`src/rtl/iir_out_requant.sv`:
```
// rtl/iir_out_requant.sv - requantize wide IIR samples to OW bits with saturation stats
// Two-entry skid FIFO on the output; saturation counter and sticky flag.
module iir_out_requant #(
  parameter int IW    = 18,
  parameter int SHIFT = 6,
  parameter int OW    = 8,
  parameter     ROUND = "TRUE",
  parameter int CNT_W = 16
) (
  input  logic             clk,
  input  logic             rst_n,
  input  logic [IW-1:0]    axis_i_tdata,
  input  logic             axis_i_tvalid,
  output logic             axis_i_tready,
  output logic [OW-1:0]    axis_o_tdata,
  output logic             axis_o_tvalid,
  input  logic             axis_o_tready,
  input  logic             sat_clear,
  output logic [CNT_W-1:0] sat_count,
  output logic             sat_sticky
);

  typedef enum logic [1:0] {S_EMPTY, S_ONE, S_FULL} state_t;

  localparam int RSH = (SHIFT > 0) ? SHIFT - 1 : 0;
  localparam logic [IW:0] RND =
    ((ROUND == "TRUE") && (SHIFT > 0)) ? ({{IW{1'b0}}, 1'b1} << RSH) : '0;

  state_t            state_q, state_d;
  logic              tready_q;
  logic [OW-1:0]     data0_q, data0_d;
  logic [OW-1:0]     data1_q, data1_d;
  logic [CNT_W-1:0]  cnt_q, cnt_d;
  logic              sticky_q, sticky_d;

  logic [IW:0]        t_w;
  logic signed [IW:0] y_w;
  logic               in_range_w;
  logic [OW-1:0]      q_w;
  logic               accept_w, emit_w, sat_evt_w;

  // One extra bit of headroom so the rounding offset cannot overflow.
  assign t_w = {axis_i_tdata[IW-1], axis_i_tdata} + RND;
  assign y_w = $signed(t_w) >>> SHIFT;

  // In range exactly when every bit from the output sign bit upward agrees.
  assign in_range_w = (&y_w[IW:OW-1]) | ~(|y_w[IW:OW-1]);
  assign q_w = in_range_w ? y_w[OW-1:0] :
               (y_w[IW] ? {1'b1, {(OW-1){1'b0}}} : {1'b0, {(OW-1){1'b1}}});

  assign accept_w  = axis_i_tvalid & tready_q;
  assign emit_w    = (state_q != S_EMPTY) & axis_o_tready;
  assign sat_evt_w = accept_w & ~in_range_w;

  always_comb begin
    state_d = state_q;
    data0_d = data0_q;
    data1_d = data1_q;
    case (state_q)
      S_EMPTY: begin
        if (accept_w) begin
          data0_d = q_w;
          state_d = S_ONE;
        end
      end
      S_ONE: begin
        if (accept_w && emit_w) begin
          data0_d = q_w;
        end else if (accept_w) begin
          data1_d = q_w;
          state_d = S_FULL;
        end else if (emit_w) begin
          state_d = S_EMPTY;
        end
      end
      S_FULL: begin
        if (emit_w) begin
          data0_d = data1_q;
          state_d = S_ONE;
        end
      end
      default: state_d = S_EMPTY;
    endcase
  end

  // Clear wins over history but not over an event landing in the same cycle.
  always_comb begin
    cnt_d    = cnt_q;
    sticky_d = sticky_q;
    if (sat_clear) begin
      cnt_d    = sat_evt_w ? {{(CNT_W-1){1'b0}}, 1'b1} : '0;
      sticky_d = sat_evt_w;
    end else if (sat_evt_w) begin
      sticky_d = 1'b1;
      if (!(&cnt_q)) cnt_d = cnt_q + {{(CNT_W-1){1'b0}}, 1'b1};
    end
  end

  always_ff @(posedge clk or negedge rst_n) begin
    if (!rst_n) begin
      state_q  <= S_EMPTY;
      tready_q <= 1'b0;
      data0_q  <= '0;
      data1_q  <= '0;
      cnt_q    <= '0;
      sticky_q <= 1'b0;
    end else begin
      state_q  <= state_d;
      tready_q <= (state_d != S_FULL);
      data0_q  <= data0_d;
      data1_q  <= data1_d;
      cnt_q    <= cnt_d;
      sticky_q <= sticky_d;
    end
  end

  assign axis_i_tready = tready_q;
  assign axis_o_tvalid = (state_q != S_EMPTY);
  assign axis_o_tdata  = data0_q;
  assign sat_count     = cnt_q;
  assign sat_sticky    = sticky_q;

endmodule

```
`config.mk`:
```
export PLATFORM = sky130hd
export DESIGN_NAME = iir_out_requant
export DESIGN_NICKNAME = d
export VERILOG_FILES = /design/src/rtl/iir_out_requant.sv
export SDC_FILE = /design/constraint.sdc
export NUM_CORES = 1
export LEC_CHECK = 0
export CAP_MARGIN = 20
export CORE_MARGIN = 2
export CORE_UTILIZATION = 54
export DETAILED_ROUTE_END_ITERATION = 7
export PLACE_DENSITY_LB_ADDON = 0.25
export SKIP_CTS_REPAIR_TIMING = 1
export SLEW_MARGIN = 20
export SYNTH_ARGS = -nofsm -noshare
export SYNTH_HDL_FRONTEND = slang
export SYNTH_SLANG_ARGS = --single-unit
```
`constraint.sdc`:
```
create_clock -name clk -period 3.6 [get_ports clk]
set_input_delay 0.72 -clock clk [delete_from_list [all_inputs] [get_ports clk]]
set_output_delay 0.72 -clock clk [all_outputs]
set_load 0.01 [all_outputs]
```
==> impl_metrics.tcl, run 1 <==
set metrics [dict create \
    outcome "completed" \
    cts_root_buffer "sky130_fd_sc_hd__clkbuf_8" \
    setup_violations 0 \
    synth-main-ff-cell "sky130_fd_sc_hd__dfrtp_1" \
    wl_per_cell_microns 14.78 \
    total_switching_power_w 0.0004011 \
    max_fclk_mhz 319.0 \
    final_nets 324 \
    multi_input_comb_area_sq_um 1246 \
    grt_antenna_before_repair 0 \
    sequential_cell_fraction_of_total_power_pct 44.6 \
    postSynth.asyncResetShare_pct 100.0 \
    worst_min_delay_path_category "flip-flop to flip-flop" \
    boundaryPins 50 \
    globalplace.congestion 0.9318 \
    gr-total-overflow 0 \
    clockBufferDepth 2 \
    fp.dieArea_sq_um 4659 \
    fill_cells 353 \
    power.leakage_nw 1.088 \
    synthCells 252 \
    worst_pin_slew_ps 823.5 \
    tritoncts "done" \
    cts_num_sinks 36 \
    clkLatencyLatePin_ps 290 \
    quantity_of_i_o_buffers_inserted_on_ports 44 \
    p_clk_share_pct 23.2 \
    synth.net_count 277 \
    syn_area_per_cell_sq_um 8.848 \
    reg2reg_from "sat_count[9]" \
    power.share.combinational_pct 32.1 \
    hold_path_startpoint "data1_q[7]" \
    finalCriticalPeriod_ps 3135 \
    starting_density_of_the_core_pct 55.74 \
    ffs_latches_synth 36 \
    max-slew-margin-rel_pct 44.86 \
    seq_area_frac_synth_pct 40.40 \
    hold_viol 0 \
    xor_and_xnor_fraction_of_the_mapped_netlist_area_pct 2.750 \
    layout.core_utilization_pct 70.35 \
    layout-drive-gt1-share_pct 9.667 \
    reported_max_cap_violation_count 0 \
    mostFrequentLayoutCells "sky130_fd_sc_hd__clkdlybuf4s50_1 (44), sky130_fd_sc_hd__dfrtp_1 (36), sky130_fd_sc_hd__nor2_1 (25)" \
    totalPowerFinal_w 0.001273 \
    setup.worst_path.class "input port to flip-flop" \
    place_inst 342 \
    crit_path_start "axis_i_tdata[5]" \
    number_of_enable_flip_flop_cells_after_synthesis 0 \
    post_layout_nonfiller_instances 350 \
    drt_drc_violations_left 0 \
    synth_top_cell_area_share_pct 40.40 \
    worst_setup_path_end_kind "flip-flop" \
    global_route_wire_length_before_repair_microns 8431 \
    ys_top_cells_by_area "sky130_fd_sc_hd__dfrtp_1 (40%), sky130_fd_sc_hd__a21oi_1 (5.4%), sky130_fd_sc_hd__nor2_1 (4.4%)" \
    synthesis.yosys.warnings 0 \
    worst_ir_drop_vdd_mv 0.2942 \
    p_sw_share_pct 31.50 \
    clock_transition_at_the_registers_of_the_reported_paths_ps 70 \
    first_global_vias 1811 \
    yosys.cell_types.count 48 \
    syn-cell-area_sq_um 2230 \
    layout.cells.most_common "sky130_fd_sc_hd__clkdlybuf4s50_1" \
    powerDensity_nw_per_um2 452.5 \
    cellInternalPower_w 0.0008722 \
    rsz0062_at_grt "no" \
    placementRows 23 \
    core_area_sq_um 4000 \
    htree_levels 2 \
    cp-start-kind "input port" \
    synth-simple-area-share_pct 28.23 \
    yosys.area_share.adder_pct 1.122 \
    critical_path_arrival_ps 3340 \
    yosys-mux-area-fraction_pct 4.994 \
    grt_usage_pct 24.07 \
    ff_latch_area_sq_um 900.9 \
    post-synth-top-area-cell "sky130_fd_sc_hd__dfrtp_1" \
    drt-total-wl_microns 5173 \
    post_drt_via_cell_ratio 6.140 \
    worst-endpoint-required_ps 3800 \
    floorplan.die.width_microns 68.26 \
    final-max-slew-violation-count 0 \
    grt_max_degree 37 \
    die_y_microns 68.26 \
    critical_path.max_fanout 11 \
    synth_compound_gate_area_share_pct 18.69 \
    cts_buffers 5 \
    via_count 2149 \
    insertedDiodeCount 0 \
    dominant_combinational_cell_family_by_area_after_synthesis "simple AND/OR/NAND/NOR gates" \
    antenna_left 0 \
    timing.clock.skew_ps 6.713 \
    final.period_utilization_pct 87.09 \
    areaGrowthSynthToFinish_pct 26.21 \
    dp_hpwl_microns 3730 \
    dr.first_iter.drc_count 195 \
    drt_pass1_iterations 4 \
]
metal layers:
metal  part of all wire (%)  wire length (microns)  up-vias  track usage [%]
met3                    5.9                    307       11            5.099
met4                    1.7                     89        0            8.750
li1                       -                      -     1033                -
met1                     47                   2410     1029            35.66
met2                     46                   2364       76            34.34
met5                      0                      0        -                0
cells in the mapped netlist (all sizes together), types with 3 or more instances:
cell	n
nand4	9
nor3	6
xor2	4
a21oi	24
xnor2	3
mux2	6
buf	7
and3	4
inv	3
or4	8
nor2	26
mux2i	4
o2bb2ai	3
o21ai	16
dfrtp	36
clkbuf	5
o31ai	9
or2	3
nand3	13
nand2	20
nor2b	6
and2	3
nand2b	4
nor4	7
worst paths after layout:
check,slack (ps),end,cells after the start
min in group asynchronous,850,sat_count[6],2
worst max-delay path,460,sat_count[15],8
worst min register to register,510,data1_q[7],1
worst min-delay path,510,data1_q[7],1
worst max register to register,1250,sat_count[15],6
max in group asynchronous,2420,state_q[0],2
state kept, by name, summed over array words and instances, names as in the netlist:
| register | cells |
|---|---|
| axis_o_tdata | 8 |
| data1_q | 8 |
| state_q | 2 |
| sat_count | 16 |
| sat_sticky | 1 |
| axis_i_tready | 1 |
kinds of logic after synthesis:
group / after synthesis
and+or+nand+nor: 115
AOI/OAI and AO/OA: 67
DFF: 36
buffers and inverters: 15
muxes: 10
xor gates and xnor gates: 7
adders and majority gates: 2
layout make-up:
type                       instances  area share (%)
sequential                        36           32.01
multi-input combinational        201           44.29
clock inverter                     2          0.3557
inverter                           3          0.4002
tap                               50           2.223
clock buffer                       6           2.935
timing repair buffer              52           17.79
worst max-delay path, stage by stage:
cell,delay (ps)
sky130_fd_sc_hd__clkdlybuf4s50_1,530
sky130_fd_sc_hd__ha_1,340
sky130_fd_sc_hd__nand3_1,140
sky130_fd_sc_hd__o21a_1,180
sky130_fd_sc_hd__a31oi_1,290
sky130_fd_sc_hd__o211ai_1,400
sky130_fd_sc_hd__or4_1,590
sky130_fd_sc_hd__a21oi_1,150
through the flow:
stage	cell area (sq um)	setup TNS (ps)	worst slack, ps	hold WS, ps
2_1_floorplan	2230	0	982.2	424.4
4_1_cts	2811	0	291.9	511.4
6_report	2814	0	464.8	513.1
3_5_place_dp	2719	-33.90	-16.99	495.9
3_3_place_gp	2719	0	73.45	489.9
5_1_grt	2814	0	276.2	552.0
power by group through the flow:
stage	registers, W	logic [W]	clock network (W)
5_1_grt	0.000580	0.000454	0.000320
6_report	0.000568	0.000409	0.000296
3_5_place_dp	0.000574	0.000410	0
4_1_cts	0.000566	0.000412	0.000300
2_1_floorplan	0.000585	0.000193	0
3_3_place_gp	0.000570	0.000403	0
Note: power is estimated with default switching activity, not from simulation.
==> run 2, diff against run 1 <==
RECOVER_POWER = 50   (was not set)
==> impl_metrics.tcl, run 2 (synthesis results as in run 1) <==
set metrics [dict create \
    final.period_utilization_pct 86.90 \
    fp.dieArea_sq_um 4659 \
    critical_path.reg2reg.endpoint "sat_count[15]" \
    clock_transition_at_the_registers_of_the_reported_paths_ps 70 \
    cell_depth_of_the_worst_min_delay_path 1 \
    placement.setup.worst_slack_ps -16.99 \
    die_y_microns 68.26 \
    setup_slack_ps 471.7 \
    dp_hpwl_microns 3730 \
    worst_pin_slew_ps 1906 \
    place_inst 342 \
    reported_max_cap_violation_count 1 \
    worst_ir_drop_vdd_mv 0.2928 \
    antenna_left 0 \
    boundaryPins 50 \
    core_area_sq_um 4000 \
    floorplan.die.width_microns 68.26 \
    timing.clock.skew_ps 7.560 \
    max-slew-margin-rel_pct -27.04 \
    layout.cells.most_common "sky130_fd_sc_hd__dfrtp_1" \
    starting_density_of_the_core_pct 55.74 \
    clkLatencyLatePin_ps 290 \
    global_route_wire_length_before_repair_microns 8431 \
    worst_setup_path_end_kind "flip-flop" \
    cts_root_buffer "sky130_fd_sc_hd__clkbuf_8" \
    first_global_vias 1811 \
    violations "max-capacitance violations, max-slew violations" \
    timing.reg2reg.worst_path_depth 6 \
    worst_min_delay_path_category "flip-flop to flip-flop" \
    post_layout_nonfiller_instances 350 \
    htree_levels 2 \
    drt_pass1_iterations 4 \
    cts_buffers 5 \
    grt_max_degree 37 \
    rsz0062_at_grt "no" \
    drt-total-wl_microns 5176 \
    layout-drive-gt1-share_pct 9.333 \
    r2r_setup_slack_ps 1250 \
    post_drt_via_cell_ratio 6.163 \
    layout.core_utilization_pct 70.25 \
    cts_num_sinks 36 \
    reg2reg_from "sat_count[9]" \
    setup_violations 0 \
    setup.worst_path.class "input port to flip-flop" \
    dr.first_iter.drc_count 197 \
    hold_path_startpoint "sat_sticky" \
    mostFrequentLayoutCells "sky130_fd_sc_hd__dfrtp_1 (36), sky130_fd_sc_hd__clkdlybuf4s50_1 (32), sky130_fd_sc_hd__nor2_1 (25)" \
    insertedDiodeCount 0 \
    tritoncts "done" \
    grt_usage_pct 24.07 \
    final-max-slew-violation-count 37 \
    grt_antenna_before_repair 0 \
    critical_path_arrival_ps 3330 \
    globalplace.congestion 0.9318 \
    quantity_of_i_o_buffers_inserted_on_ports 44 \
    gr-total-overflow 0 \
    placementRows 23 \
    cp-start-kind "input port" \
    outcome "finished with violations" \
    areaGrowthSynthToFinish_pct 26.04 \
    max_fclk_mhz 319.7 \
    clockBufferDepth 2 \
    whs_endpoint "sat_sticky" \
    wl_per_cell_microns 14.79 \
    via_count 2157 \
    critical_path.max_fanout 11 \
    powerDensity_nw_per_um2 446.7 \
    final_nets 324 \
    power.leakage_nw 1.079 \
    largest_register_ff_count 16 \
    worst-endpoint-required_ps 3800 \
    drt_drc_violations_left 0 \
    hold_viol 0 \
    finalCriticalPeriod_ps 3128 \
]
[run 2: cell type report]
| type | count | area, sq um |
|---|---|---|
| well taps | 50 | 62.56 |
| clock buffers | 6 | 82.58 |
| multi-input cells | 201 | 1246 |
| fillers | 352 | 1190 |
| clock inverters | 2 | 10.01 |
| flip-flops and latches | 36 | 900.9 |
| repair buffers | 52 | 496.7 |
| inverters | 3 | 11.26 |
[run 2: metrics by stage]
step	cell area (sq um)	power [W]	hold WS [ps]	setup TNS [ps]
finish	2810	0.001255	509.8	0
CTS	2811	0.001278	511.4	0
global placement	2719	0.0009730	489.9	0
global route	2810	0.001335	552.0	0
floorplan	2230	0.0007783	424.4	0
detailed placement	2719	0.0009840	495.9	-33.90
[run 2: how the worst max path moves through the flow]
stage	start	end	slack (ps)	cells past startpoint
after floorplan	axis_i_tdata[5]	sat_count[11]	980	9
after global placement	axis_i_tdata[5]	sat_count[6]	70	8
after detailed placement	axis_i_tdata[5]	sat_count[6]	-20	8
after CTS	axis_i_tdata[5]	axis_o_tdata[0]	290	8
after global routing	axis_i_tdata[5]	sat_count[15]	280	8
final	axis_i_tdata[5]	sat_count[15]	470	8
[run 2: worst max-delay path, stage by stage]
cell and delay, ps:
sky130_fd_sc_hd__clkdlybuf4s50_1 530, sky130_fd_sc_hd__ha_1 340, sky130_fd_sc_hd__nand3_1 140, sky130_fd_sc_hd__o21a_1 180
sky130_fd_sc_hd__a31oi_1 290, sky130_fd_sc_hd__o211ai_1 400, sky130_fd_sc_hd__or4_1 590, sky130_fd_sc_hd__a21oi_1 150
[run 2: layer usage]
| layer | up-vias | GRT usage, % | part of all wire (%) |
|---|---|---|---|
| li1 | 1034 | - | - |
| met1 | 1036 | 35.66 | 46 |
| met2 | 74 | 34.34 | 46 |
| met3 | 13 | 5.099 | 5.9 |
| met4 | 0 | 8.750 | 1.8 |
| met5 | - | 0 | 0 |
[run 2: report_power, final]
group	internal, W	total (W)	switching [W]
combinational	0.000198	0.000392	0.000194
sequential	0.000504	0.000566	0.0000613
clock	0.000153	0.000297	0.000145
==> run 3, diff against run 2 <==
CORE_ASPECT_RATIO = 1.4   (was not set)
==> impl_metrics.tcl, run 3 (synthesis results as in run 1) <==
set metrics [dict create \
    hold_viol 0 \
    crit_path_start "axis_i_tdata[5]" \
    setup_violations 0 \
    areaGrowthSynthToFinish_pct 26.04 \
    final_nets 325 \
    drt_drc_violations_left 0 \
    worst_setup_path_end_kind "flip-flop" \
    max-slew-margin-rel_pct -32.80 \
    max_fclk_mhz 313.7 \
    power.leakage_nw 1.081 \
    drt_pass1_iterations 4 \
    placementRows 27 \
    tritoncts "done" \
    powerDensity_nw_per_um2 447.5 \
    endpoint "sat_count[11]" \
    first_global_vias 2009 \
    global_route_wire_length_before_repair_microns 9025 \
    floorplan.die.width_microns 58.31 \
    worst-endpoint-required_ps 3780 \
    die_y_microns 80.03 \
    cts_buffers 5 \
    layout.cells.most_common "sky130_fd_sc_hd__dfrtp_1" \
    wl_per_cell_microns 15.25 \
    cp-start-kind "input port" \
    finalCriticalPeriod_ps 3188 \
    critical_path_arrival_ps 3360 \
    layout.core_utilization_pct 71.10 \
    starting_density_of_the_core_pct 56.41 \
    rsz0062_at_grt "no" \
    drt-total-wl_microns 5247 \
    quantity_of_i_o_buffers_inserted_on_ports 44 \
    violations "max-capacitance violations, max-slew violations" \
    gr-total-overflow 0 \
    worst_ir_drop_vdd_mv 0.4348 \
    hold_ws_ps 490.6 \
    largest_register_ff_count 16 \
    grt_antenna_before_repair 0 \
    mostFrequentLayoutCells "sky130_fd_sc_hd__dfrtp_1 (36), sky130_fd_sc_hd__clkdlybuf4s50_1 (32), sky130_fd_sc_hd__nor2_1 (25)" \
    critical_path.max_fanout 32 \
    final-max-slew-violation-count 37 \
    r2r_setup_slack_ps 1370 \
    boundaryPins 50 \
    core_area_sq_um 3953 \
    setup.worst_path.class "input port to flip-flop" \
    grt_usage_pct 24.86 \
    globalplace.congestion 0.8222 \
    final.period_utilization_pct 88.54 \
    reg2reg_from "sat_count[3]" \
    via_count 2138 \
    post_drt_via_cell_ratio 6.215 \
    grt_max_degree 37 \
    timing.clock.skew_ps 8.879 \
    dr.first_iter.drc_count 88 \
    dp_hpwl_microns 3730 \
    antenna_left 0 \
    clockBufferDepth 2 \
    timing.reg2reg.worst_path_depth 6 \
    fp.dieArea_sq_um 4666 \
    reported_max_cap_violation_count 1 \
    cts_root_buffer "sky130_fd_sc_hd__clkbuf_8" \
    layout-drive-gt1-share_pct 9.967 \
    clock_transition_at_the_registers_of_the_reported_paths_ps 80 \
    outcome "finished with violations" \
    critical_path.reg2reg.endpoint "sat_count[15]" \
    worst_min_delay_path_category "flip-flop to flip-flop" \
    htree_levels 2 \
    insertedDiodeCount 0 \
    setup_tns_ps 0 \
    worst_pin_slew_ps 1992 \
    clkLatencyLatePin_ps 290 \
    cts_num_sinks 36 \
]
run 3: cell types whose count changed in the layout (fill, tap and decap cells not counted), sizes merged:
cell	before	now
clkinv	2	3
clkbuf	7	6
buf	7	8
run 3: report_power, final:
group          internal, W  leakage (nW)  switching (W)
Clock             0.000135        0.0479       0.000158
Combinational     0.000194         0.594       0.000203
Sequential        0.000504         0.439      0.0000634
Total             0.000834          1.08       0.000424
run 3: final cells by class:
cell class | instances | area, sq um
multi-input cells | 201 | 1252
well taps | 43 | 53.80
flip-flops and latches | 36 | 900.9
fillers | 330 | 1142
inverters | 3 | 11.26
clock inverters | 3 | 18.77
repair buffers | 53 | 504.2
clock buffers | 5 | 68.82
run 3: layer usage:
layer,wire [microns],track usage [%],vias to the layer above,part of all wire [%]
met5,0,0,-,0
met4,88,11.16,0,1.7
met3,207,4.376,7,3.9
met2,2730,43.60,52,52
met1,2221,28.78,1048,42
li1,-,-,1031,-
run 3: how the worst min path moves through the flow:
stage	startpoint	slack, ps	endpoint	depth (start not counted)
2_1_floorplan	rst_n	420	axis_i_tready	0
3_3_place_gp	sat_sticky	480	sat_sticky	1
3_5_place_dp	sat_sticky	480	sat_sticky	1
4_1_cts	sat_sticky	500	sat_sticky	1
5_1_grt	sat_sticky	510	sat_sticky	1
6_report	sat_sticky	490	sat_sticky	1
run 3: critical path, cell delays in order:
cell,delay (ps)
sky130_fd_sc_hd__clkdlybuf4s50_1,540
sky130_fd_sc_hd__ha_1,360
sky130_fd_sc_hd__nand2_1,120
sky130_fd_sc_hd__a211oi_1,270
sky130_fd_sc_hd__o2bb2ai_1,110
sky130_fd_sc_hd__o2111a_2,440
sky130_fd_sc_hd__nor4_1,430
sky130_fd_sc_hd__mux2_1,360
run 3: stage by stage:
step	total power, W	cells	cell area (sq um)	worst slack, ps
finish	0.001258	344	2810	412.4
global route	0.001334	344	2810	177.1
CTS	0.001280	344	2805	262.1
detailed placement	0.0009837	336	2718	-20.53
global placement	0.0009716	336	2718	98.63
floorplan	0.0007783	252	2230	982.2
